[src/rtl/alu_pkg.sv]
// Shared types for the EX-stage integer ALU.
// Pure declarations, no logic; no latency or backpressure of its own.
// Operation codes not listed in alu_op_t are reserved and produce a zero result.
package alu_pkg;

  localparam int ALU_WIDTH = 64;

  typedef enum logic [2:0] {
    ALU_PASS_B   = 3'b000,
    ALU_ADD      = 3'b010,
    ALU_SUBTRACT = 3'b011,
    ALU_AND      = 3'b100,
    ALU_OR       = 3'b101,
    ALU_XOR      = 3'b110
  } alu_op_t;

  typedef struct packed {
    logic negative;
    logic zero;
    logic overflow;
    logic carry_out;
  } alu_flags_t;

endpackage

[src/rtl/alu64_if.sv]
// Operand/result bundle between the issue logic and the ALU.
// Combinational wiring only; no handshake, so there is no backpressure.
// cntrl stays a raw 3-bit field so that reserved codes can be carried.
interface alu64_if import alu_pkg::*; #(parameter int WIDTH = ALU_WIDTH);

  logic [WIDTH-1:0] A;
  logic [WIDTH-1:0] B;
  logic [2:0]       cntrl;
  logic [WIDTH-1:0] result;
  logic             negative;
  logic             zero;
  logic             overflow;
  logic             carry_out;

  modport master (
    output A, B, cntrl,
    input  result, negative, zero, overflow, carry_out
  );

  modport slave (
    input  A, B, cntrl,
    output result, negative, zero, overflow, carry_out
  );

endinterface

[src/rtl/alu_adder.sv]
// WIDTH-bit ripple-carry adder returning the sum, carry out and carry into the MSB.
// Purely combinational, zero cycles.
// No handshake and never stalls.
module alu_adder #(
  parameter int WIDTH = 64
) (
  input  logic [WIDTH-1:0] a,
  input  logic [WIDTH-1:0] b,
  input  logic             cin,
  output logic [WIDTH-1:0] sum,
  output logic             cout,
  output logic             c_msb_in
);

  logic carry;

  // Carry is kept as a loop variable rather than a vector so the chain stays one combinational block.
  always_comb begin
    carry    = cin;
    sum      = '0;
    c_msb_in = 1'b0;
    for (int i = 0; i < WIDTH; i++) begin
      if (i == WIDTH - 1) begin
        c_msb_in = carry;
      end
      sum[i] = a[i] ^ b[i] ^ carry;
      carry  = (a[i] & b[i]) | (carry & (a[i] ^ b[i]));
    end
    cout = carry;
  end

endmodule

[src/rtl/alu64.sv]
// 64-bit EX-stage ALU: pass-B, add, sub, and, or, xor with NZVC flags.
// One cycle latency: outputs reflect the operands sampled at the previous edge.
// No handshake or stall; a new operation is accepted every cycle.
module alu64 import alu_pkg::*; #(
  parameter int WIDTH = ALU_WIDTH
) (
  input  logic   clk,
  input  logic   rst_n,
  alu64_if.slave bus
);

  logic             is_sub;
  logic             is_arith;
  logic [WIDTH-1:0] b_opnd;
  logic [WIDTH-1:0] sum;
  logic             cout;
  logic             c_msb_in;
  logic [WIDTH-1:0] result_nxt;
  alu_flags_t       flags_nxt;
  logic [WIDTH-1:0] result_q;
  alu_flags_t       flags_q;

  assign is_sub   = (bus.cntrl == ALU_SUBTRACT);
  assign is_arith = (bus.cntrl == ALU_ADD) || is_sub;
  assign b_opnd   = is_sub ? ~bus.B : bus.B;

  // Subtract reuses the adder as A + ~B + 1, giving ARM-style carry (1 = no borrow).
  alu_adder #(.WIDTH(WIDTH)) u_adder (
    .a        (bus.A),
    .b        (b_opnd),
    .cin      (is_sub),
    .sum      (sum),
    .cout     (cout),
    .c_msb_in (c_msb_in)
  );

  always_comb begin
    result_nxt = '0;
    case (bus.cntrl)
      ALU_PASS_B:             result_nxt = bus.B;
      ALU_ADD, ALU_SUBTRACT:  result_nxt = sum;
      ALU_AND:                result_nxt = bus.A & bus.B;
      ALU_OR:                 result_nxt = bus.A | bus.B;
      ALU_XOR:                result_nxt = bus.A ^ bus.B;
      default:                result_nxt = '0;
    endcase
    flags_nxt.negative  = result_nxt[WIDTH-1];
    flags_nxt.zero      = (result_nxt == '0);
    flags_nxt.overflow  = is_arith & (c_msb_in ^ cout);
    flags_nxt.carry_out = is_arith & cout;
  end

  always_ff @(posedge clk) begin
    if (!rst_n) begin
      result_q <= '0;
      flags_q  <= '{negative: 1'b0, zero: 1'b1, overflow: 1'b0, carry_out: 1'b0};
    end else begin
      result_q <= result_nxt;
      flags_q  <= flags_nxt;
    end
  end

  assign bus.result    = result_q;
  assign bus.negative  = flags_q.negative;
  assign bus.zero      = flags_q.zero;
  assign bus.overflow  = flags_q.overflow;
  assign bus.carry_out = flags_q.carry_out;

endmodule

[src/flat_wrapper.sv]
// flat-port wrapper written by rule: the top's interface ports become plain ports
module alu64_flat import alu_pkg::*;
#(
  parameter int WIDTH = ALU_WIDTH
)
  (clk, rst_n, bus_A, bus_B, bus_cntrl, bus_result, bus_negative, bus_zero, bus_overflow, bus_carry_out);
  alu64_if #(.WIDTH(WIDTH)) bus_i ();
  input  logic clk;
  input  logic rst_n;
  input wire logic [$bits(bus_i.A)-1:0] bus_A;
  input wire logic [$bits(bus_i.B)-1:0] bus_B;
  input wire logic [$bits(bus_i.cntrl)-1:0] bus_cntrl;
  output wire logic [$bits(bus_i.result)-1:0] bus_result;
  output wire logic [$bits(bus_i.negative)-1:0] bus_negative;
  output wire logic [$bits(bus_i.zero)-1:0] bus_zero;
  output wire logic [$bits(bus_i.overflow)-1:0] bus_overflow;
  output wire logic [$bits(bus_i.carry_out)-1:0] bus_carry_out;
  assign bus_i.A = bus_A;
  assign bus_i.B = bus_B;
  assign bus_i.cntrl = bus_cntrl;
  assign bus_result = bus_i.result;
  assign bus_negative = bus_i.negative;
  assign bus_zero = bus_i.zero;
  assign bus_overflow = bus_i.overflow;
  assign bus_carry_out = bus_i.carry_out;
  alu64 #(.WIDTH(WIDTH)) u_core (.clk(clk), .rst_n(rst_n), .bus(bus_i));
endmodule
[config.mk]
export PLATFORM = sky130hd
export DESIGN_NAME = alu64_flat
export DESIGN_NICKNAME = d
export VERILOG_FILES = /design/src/rtl/alu_pkg.sv /design/src/rtl/alu64_if.sv /design/src/rtl/alu_adder.sv /design/src/rtl/alu64.sv /design/src/flat_wrapper.sv
export SDC_FILE = /design/constraint.sdc
export NUM_CORES = 1
export LEC_CHECK = 0
export CORE_ASPECT_RATIO = 0.8
export CORE_MARGIN = 2
export CORE_UTILIZATION = 52
export DETAILED_ROUTE_END_ITERATION = 10
export PLACE_DENSITY = 0.86
export SKIP_CTS_REPAIR_TIMING = 1
export SLEW_MARGIN = 20
export SYNTH_ARGS = -nofsm -noshare
export SYNTH_HDL_FRONTEND = slang
export SYNTH_HIERARCHICAL = 1
export SYNTH_SLANG_ARGS = --single-unit
[constraint.sdc]
create_clock -name clk -period 36.9 [get_ports clk]
set_clock_uncertainty 0.15 [all_clocks]
set_input_delay 3.69 -clock clk [delete_from_list [all_inputs] [get_ports clk]]
set_output_delay 3.69 -clock clk [all_outputs]
set_load 0.01 [all_outputs]
After elaboration in Yosys (flattened, before gate mapping)
Index checks and enable logic that the tools add are counted.
{"block": "classes", "n_bitwise": 327, "mux": 2, "eq_ne": 5, "n_reduce_logical": 4}
{"op": "64-bit one-hot mux with 5 select lines", "count": 1}
{"op": "1-bit bitwise AND", "count": 130}
{"op": "1-bit XOR", "count": 129}
{"op": "64-bit bitwise AND", "count": 1}
{"op": "64-bit logical NOT", "count": 1}
{"op": "64-bit two-way mux", "count": 1}
{"op": "64-bit inverter", "count": 1}
{"op": "1-bit OR", "count": 64}
{"op": "64-bit OR", "count": 1}
{"op": "64-bit XOR", "count": 1}
{"op": "3-bit == test, second input constant", "count": 3}
{"op": "3-bit by 2-bit == test with 1-bit output, second input constant", "count": 2}
{"op": "3-bit logical NOT", "count": 1}
{"op": "2-bit OR reduction", "count": 1}
{"op": "1-bit logical OR", "count": 1}
{"block": "totals", "word_cells": 343, "register_bits": 68, "input_bits": 133}

Depth between registers and ports, before layout
Gate-level depths: netlist (run 1).
{"block": "logic_depth", "depth_word": 133, "depth_mapped": 81, "mapped_depth_nobuf": 77}

Cells and area by module
The synthesis (run 1) kept the hierarchy.
{"module": "alu64", "cells_each": 829, "instances": 1, "area_each_um2": 7054.3, "seq_area_each_um2": 1341.3}
{"module": "alu_adder", "cells_each": 74, "instances": 1, "area_each_um2": 1318.8, "seq_area_each_um2": 0.0}

Worst setup path after synthesis (run 1)
Ideal clock, no wire load.
{"block": "synth_path", "path_type": "input to register", "start": "input port bus_cntrl[1]", "end": "register u_core.flags_q, in the netlist u_core/bus.zero", "path_stages": 80, "setup_slack_ps": 6999, "path_buffers": 3, "setup_time_ps": 116, "t_required_ps": 36634, "t_arrival_ps": 29635, "cell_sequence": "buf_2 -> nor2b_1 -> clkbuf_1 -> nand2_1 -> buf_2 -> xnor2_1 -> fa_1 -> fa_1 -> fa_1 -> fa_1 -> fa_1 -> fa_1 -> fa_1 -> fa_1 -> fa_1 -> fa_1 -> fa_1 -> fa_1 -> (+44 left out) -> fa_1 -> fa_1 -> fa_1 -> fa_1 -> fa_1 -> fa_1 -> fa_1 -> fa_1 -> inv_1 -> fa_1 -> inv_1 -> fa_1 -> nand2_1 -> o311ai_0 -> o21ai_0 -> nand4b_1 -> nor3_1 -> a41o_1"}
{"block": "synth_via", "elab_chain_len": 132}
{"item": "start, declared", "line_no": "flat_wrapper.sv:12", "source": "input wire logic [$bits(bus_i.cntrl)-1:0] bus_cntrl;"}
{"item": "3-bit by 2-bit == test with 1-bit output (*)", "line_no": "alu64.sv:23", "source": "assign is_sub = (bus.cntrl == ALU_SUBTRACT);"}
{"item": "64-bit two-way mux (*)", "line_no": "alu64.sv:25", "source": "assign b_opnd = is_sub ? ~bus.B : bus.B;"}
{"item": "net u_core.b_opnd[0]", "line_no": "alu64.sv:14", "source": "logic [WIDTH-1:0] b_opnd;"}
{"item": "1-bit XOR", "line_no": "alu_adder.sv:27", "source": "carry = (a[i] & b[i]) | (carry & (a[i] ^ b[i]));"}
{"item": "1-bit bitwise AND", "line_no": "alu_adder.sv:27"}
{"item": "1-bit OR (*)", "line_no": "alu_adder.sv:27"}
{"item": "1-bit bitwise AND (*)", "line_no": "alu_adder.sv:27"}
{"item": "1-bit OR (*)", "line_no": "alu_adder.sv:27"}
{"item": "(+119 left out)"}
{"item": "1-bit OR (*)", "line_no": "alu_adder.sv:27"}
{"item": "1-bit bitwise AND (*)", "line_no": "alu_adder.sv:27"}
{"item": "1-bit OR (*)", "line_no": "alu_adder.sv:27"}
{"item": "net u_core.c_msb_in", "line_no": "alu64.sv:17", "source": "logic c_msb_in;"}
{"item": "1-bit XOR (*)", "line_no": "alu_adder.sv:26", "source": "sum[i] = a[i] ^ b[i] ^ carry;"}
{"item": "net u_core.sum[63]", "line_no": "alu64.sv:15", "source": "logic [WIDTH-1:0] sum;"}
{"item": "64-bit one-hot mux with 5 select lines (*)", "line_no": "alu64.sv:39", "source": "case (bus.cntrl)"}
{"item": "64-bit logical NOT (*)", "line_no": "alu64.sv:48", "source": "flags_nxt.zero = (result_nxt == '0);"}
{"item": "end signal, assigned", "line_no": "alu64.sv:56", "source": "flags_q <= '{negative: 1'b0, zero: 1'b1, overflow: 1'b0, carry_out: 1'b0};"}
{"item": "end signal, assigned", "line_no": "alu64.sv:59", "source": "flags_q <= flags_nxt;"}
{"item": "end, declared", "line_no": "alu64.sv:21", "source": "alu_flags_t flags_q;"}
Mark *: on every way through the listed nets, which the timed path passes. The rest lies on a longest branch.
A chain may end at the register's enable or synchronous reset.

Worst setup path after layout (run 1)
Ends and elaborated chain as after synthesis.

==> impl_metrics.py, run 1 <==
metrics = {
    "outcome": {
        "status": "finished, final reports clean",
    },
    "logic_synthesis": {
        "ys_seq_area_share_pct": 16.0,
        "synth_top_cell_area_share_pct": 19.1,
        "synth_edf_count": 0,
        "avgSynthCellArea_sq_um": 9.27,
        "synth_cells": 903,
        "synth_area_sq_um": 8370,
        "ys_seq_elements": 67,
        "synth_most_common_cell": "inv_1",
        "synthFlopType": "dfxtp_1",
        "async_flop_share_pct": 0,
        "synthTopCellsByCount": "inv_1 (141), ha_1 (128), dfxtp_1 (67)",
        "yosys_warnings": 6,
        "synth_top_cell_by_area": "ha_1",
        "synth.top_cells.by_area": "ha_1 (19%), dfxtp_1 (16%), fa_1 (15%), mux2i_1 (7.5%), xnor2_1 (6.7%)",
        "ys_types": 50,
        "syn_nets": 1228,
    },
    "worst_hold_path": {
        "hold_depth": 3,
        "min_from": "bus_cntrl[2]",
        "hold_class": "input pin to flop",
        "min_to": "u_core/bus.result[37]",
    },
    "setup_path": {
        "worstSetupPathType": "input pin to flop",
        "worst-endpoint-arrival_ps": 31940,
        "crit_path_frequent_cell": "fa_1",
        "worstPathMaxFanout": 65,
        "cp-end-kind": "flop",
        "cp_slowest_stage_delay_ps": 580,
        "critPathLaunchType": "input pin",
        "crit_path_top_delay_cell": "buf_4",
        "cp_data_required_time_ps": 37050,
    },
    "route": {
        "detail-route-antenna-nets": 0,
        "drt-total-wl_um": 25900,
        "vias_per_cell": 5.93,
        "vias": 7584,
        "drtIter0Drc": 951,
        "route.detailed.drc": 0,
        "drt-pass1-iter-count": 5,
        "wl_per_cell_um": 20.3,
    },
    "floorplanning": {
        "io_pins": 201,
        "start_util_pct": 53.2,
        "die_w_um": 146,
        "rows": 41,
        "die_h_um": 117,
        "core_sq_um": 15700,
        "die-area_sq_um": 17100,
    },
    "place": {
        "dp_slack_ps": 5170,
        "dpl_cell_area_sq_um": 10400,
        "place_hpwl_um": 18600,
        "portBuffers": 200,
        "gp_congestion": 0.882,
    },
    "clock_tree": {
        "h-tree-depth": 3,
        "clockRootBuffer": "clkbuf_16",
        "path_clk_slew_ps": 70,
        "ctsLongestPathBuffers": 2,
        "cts_buffers": 9,
        "cts_tree": "done",
        "cts.sinks": 67,
    },
    "grt": {
        "grt_max_degree": 74,
        "grt_pass1_wl_um": 40900,
        "grt_pass1_vias": 7665,
        "grt-ovfl-total": 0,
        "antenna_found_initial": 0,
        "grt.total_usage_pct": 30.1,
    },
    "layout": {
        "finalInstanceArea_sq_um": 10700,
        "nFillCells": 1202,
        "diodes": 0,
        "layout.nets": 1383,
        "area_delta_synth_final_pct": 28.2,
        "layout-drive-gt1-share_pct": 3.57,
    },
    "timing": {
        "period_needed_ps": 31790,
        "setup_viol": 0,
        "worst_slew_pin_slew_ps": 1090,
        "finalCritPeriodShare_pct": 86.2,
        "timing.final.hold_violations": 0,
        "rsz0062_at_grt": "no",
        "tns_ps": 0,
        "fin_ws_ps": 5110,
        "slew_viol_final": 0,
        "slew_headroom_pct": 27.2,
        "max_freq_mhz": 31.5,
    },
    "power": {
        "ir_worst_vdd_v": 0.0000269,
        "p_leak_nw": 4.97,
        "power-per-cell-area_nw_per_um2": 29.7,
    },
    "job": {
        "drv_cap": 0,
    },
}
==> power breakdown <==
group	switching [W]	internal [W]
Combinational	0.0000695	0.0000651
Sequential	0.00000215	0.0000792
Clock	0.0000369	0.0000659
==> cell type report <==
type	count	area [sq um]	share of cell area, %
Timing Repair Buffer	209	2060	19.2
Multi-Input combinational cell	628	6190	57.7
Inverter	143	537	5.00
Clock buffer	9	225	2.10
Clock inverter	7	116	1.08
Tap cell	215	269	2.51
Sequential cell	67	1340	12.5
==> registers in the layout, summed over array words and instances (netlist names) <==
name	cells
u_core/bus.carry_out	1
u_core/bus.overflow	1
u_core/bus.zero	1
u_core/bus.result	64
==> per-stage QoR <==
step                hold slack (ps)  total power, W  cells  util [%]
floorplan                      3810        0.000157    903         -
global placement               4280        0.000209   1262      66.0
detailed placement             4280        0.000213   1262      66.0
CTS                            3940        0.000317   1278      68.2
global route                   3990        0.000335   1278      68.2
finish                         3970        0.000319   1278      68.2
==> cells by family (layout without fill, tap and decap cells) <==
kind of cell               after synthesis  count (layout)  share of synthesized area, %
xor gates and xnor gates                65              65                          6.80
DFF                                     67              67                          16.0
AOI/OAI and AO/OA                      168             168                          16.5
adders and majority gates              192             192                          34.4
muxes                                   64              64                          7.67
and+or+nand+nor                        139             139                          8.46
buffers and inverters                  208             368                          10.2
==> cells in the final DEF, fill, tap and decap left out, types with 7 or more instances in the layout <==
| master | count |
|---|---|
| o2bb2ai_1 | 9 |
| nor2_1 | 47 |
| dfxtp_1 | 67 |
| o311ai_0 | 7 |
| o21ai_0 | 21 |
| nand2_1 | 16 |
| mux2i_1 | 63 |
| clkdlybuf4s50_1 | 197 |
| nor2b_1 | 22 |
| o22ai_1 | 16 |
| clkbuf_16 | 9 |
| buf_4 | 10 |
| a22oi_1 | 9 |
| nand4_1 | 9 |
| xnor2_1 | 64 |
| a221oi_1 | 10 |
| and3_1 | 25 |
| fa_1 | 64 |
| a311o_1 | 18 |
| ha_1 | 128 |
| inv_1 | 140 |
| o221ai_1 | 36 |
| a221o_1 | 18 |
==> per-layer routing <==
layer / track usage (%) / part of all wire [%] / vias up
met5: 0 / 0 / -
met4: 8.64 / 2.1 / 0
met3: 7.91 / 11 / 55
met2: 47.2 / 46 / 481
met1: 41.0 / 42 / 3600
li1: - / - / 3448
==> how the worst max path moves through the flow <==
| stage | startpoint | to | slack (ps) | depth (start not counted) |
|---|---|---|---|---|
| 5_1_grt | bus_cntrl[1] | u_core/bus.zero | 4300 | 79 |
| 3_3_place_gp | bus_cntrl[1] | u_core/bus.zero | 5590 | 79 |
| 3_5_place_dp | bus_cntrl[1] | u_core/bus.zero | 5170 | 79 |
| 6_report | bus_cntrl[1] | u_core/bus.zero | 5110 | 79 |
| 2_1_floorplan | bus_cntrl[1] | u_core/bus.zero | 7000 | 80 |
| 4_1_cts | bus_cntrl[1] | u_core/bus.zero | 5390 | 79 |
==> worst max-delay path, delay by kind of cell <==
kind	cells	cell delay, ps
AOI/OAI and AO/OA	3	490
and+or+nand+nor	5	1170
xor gates and xnor gates	1	290
adders and majority gates	64	25350
buffers and inverters	6	930
Power figures use the tool's default switching activity.
==> run 2: changes to the inputs <==
- CTS_CLUSTER_DIAMETER: unset -> 40
==> results of run 2 <==
The final DEF is identical to that of run 1; final timing and power are the same.
==> run 3: changes to the inputs <==
- CORE_UTILIZATION: 52 -> 60
- DONT_BUFFER_PORTS: unset -> 1
- MAX_ROUTING_LAYER: unset -> met4
- PLACE_DENSITY: 0.86 -> 0.79
==> impl_metrics.py, run 3 (synthesis results as in run 1) <==
metrics = {
    "setup_path": {
        "crit_path_top_delay_cell": "fa_1",
        "worst-path-buf-inv": 4,
        "critical_path.top_delay_family": "adder cells",
        "cp_data_required_time_ps": 37040,
        "crit_path_frequent_cell": "fa_1",
        "cp_slowest_stage_delay_ps": 460,
        "cp-end-kind": "flop",
        "worst-endpoint-arrival_ps": 30960,
        "worstSetupPathType": "input pin to flop",
        "worstPathMaxFanout": 114,
        "critPathLaunchType": "input pin",
    },
    "clock_tree": {
        "clockRootBuffer": "clkbuf_16",
        "h-tree-depth": 3,
        "path_clk_slew_ps": 60,
        "cts.sinks": 67,
        "ctsLongestPathBuffers": 2,
        "cts_buffers": 9,
        "cts_tree": "done",
    },
    "power": {
        "ir_worst_vdd_v": 0.0000305,
        "power-per-cell-area_nw_per_um2": 31.3,
        "p_leak_nw": 4.19,
    },
    "timing": {
        "slew_viol_final": 0,
        "max_freq_mhz": 32.4,
        "worst_slew_pin_slew_ps": 722,
        "rsz0062_at_grt": "no",
        "tns_ps": 0,
        "period_needed_ps": 30820,
        "finalCritPeriodShare_pct": 83.5,
        "slew_headroom_pct": 51.9,
        "setup_viol": 0,
        "timing.final.hold_violations": 0,
    },
    "place": {
        "portBuffers": 0,
        "gp_congestion": 0.907,
        "dpl_cell_area_sq_um": 8350,
        "place_hpwl_um": 17200,
    },
    "layout": {
        "area_delta_synth_final_pct": 3.60,
        "diodes": 0,
        "layout.nets": 1181,
        "nFillCells": 1127,
        "finalInstanceArea_sq_um": 8670,
        "layout-drive-gt1-share_pct": 3.60,
        "mostFrequentLayoutCell": "inv_1",
        "largest_reg_flops": 64,
        "layout_common_cells": "inv_1 (141), ha_1 (128), dfxtp_1 (67)",
    },
    "outcome": {
        "status": "finished, final reports clean",
    },
    "worst_hold_path": {
        "hold_class": "input pin to flop",
    },
    "floorplanning": {
        "die_h_um": 110,
        "die-area_sq_um": 14900,
        "core_sq_um": 13600,
        "die_w_um": 136,
        "io_pins": 201,
        "start_util_pct": 61.6,
        "rows": 38,
    },
    "route": {
        "drtIter0Drc": 695,
        "vias_per_cell": 6.46,
        "route.detailed.drc": 0,
        "detail-route-antenna-nets": 0,
        "vias": 6728,
        "drt-pass1-iter-count": 6,
        "wl_per_cell_um": 22.6,
        "drt-total-wl_um": 23500,
    },
    "grt": {
        "grt_pass1_vias": 6696,
        "antenna_found_initial": 0,
        "grt.total_usage_pct": 32.9,
        "grt_max_degree": 115,
        "grt-ovfl-total": 0,
        "grt_pass1_wl_um": 36300,
    },
    "job": {
        "drv_cap": 0,
    },
}
==> run 3: cell types whose count changed in the layout (fill, tap and decap cells not counted), sizes merged <==
cell,change
clkinv,-2
bufinv,-1
clkbuf,+3
buf,-5
clkdlybuf4s50,-197
==> run 3: power by group <==
| group | internal (W) | leakage [nW] | switching, W | total [W] |
|---|---|---|---|---|
| Clock | 0.0000627 | 0.159 | 0.0000333 | 0.0000960 |
| Combinational | 0.0000424 | 3.47 | 0.0000473 | 0.0000896 |
| Sequential | 0.0000794 | 0.556 | 0.00000619 | 0.0000856 |
| Total | 0.000184 | 4.19 | 0.0000867 | 0.000271 |
==> run 3: final timing paths <==
check,startpoint,to,slack (ps),cells after the start
worst min-delay path,rst_n,u_core/bus.result[18],3330,1
worst max-delay path,bus_cntrl[2],u_core/bus.zero,6080,77
==> run 3: per-stage QoR <==
stage / setup slack [ps] / util [%] / cells / total power [W] / hold slack, ps
final: 6080 / 63.8 / 1041 / 0.000271 / 3330
after CTS: 6340 / 63.8 / 1041 / 0.000271 / 3320
after floorplan: 7000 / - / 903 / 0.000157 / 3810
after global routing: 5280 / 63.8 / 1041 / 0.000287 / 3320
after detailed placement: 6100 / 61.4 / 1025 / 0.000173 / 3680
after global placement: 6560 / 61.4 / 1025 / 0.000171 / 3670
==> run 3: per-layer routing <==
layer	up-vias	wire [um]	global-route usage (%)	part of all wire, %
li1	3032	-	-	-
met1	3243	9370	40.5	40
met2	392	10200	48.3	43
met3	61	3140	12.8	13
met4	0	825	13.8	3.5
met5	-	0	-	0
==> run 3: cell type report <==
class	count	area, sq um	share of cell area (%)
timing repair buffer	7	52.6	0.606
tap	180	225	2.60
clock inverter	4	72.6	0.837
inverter	143	537	6.19
clock buffer	12	256	2.96
multi-input combinational	628	6190	71.4
sequential	67	1340	15.5
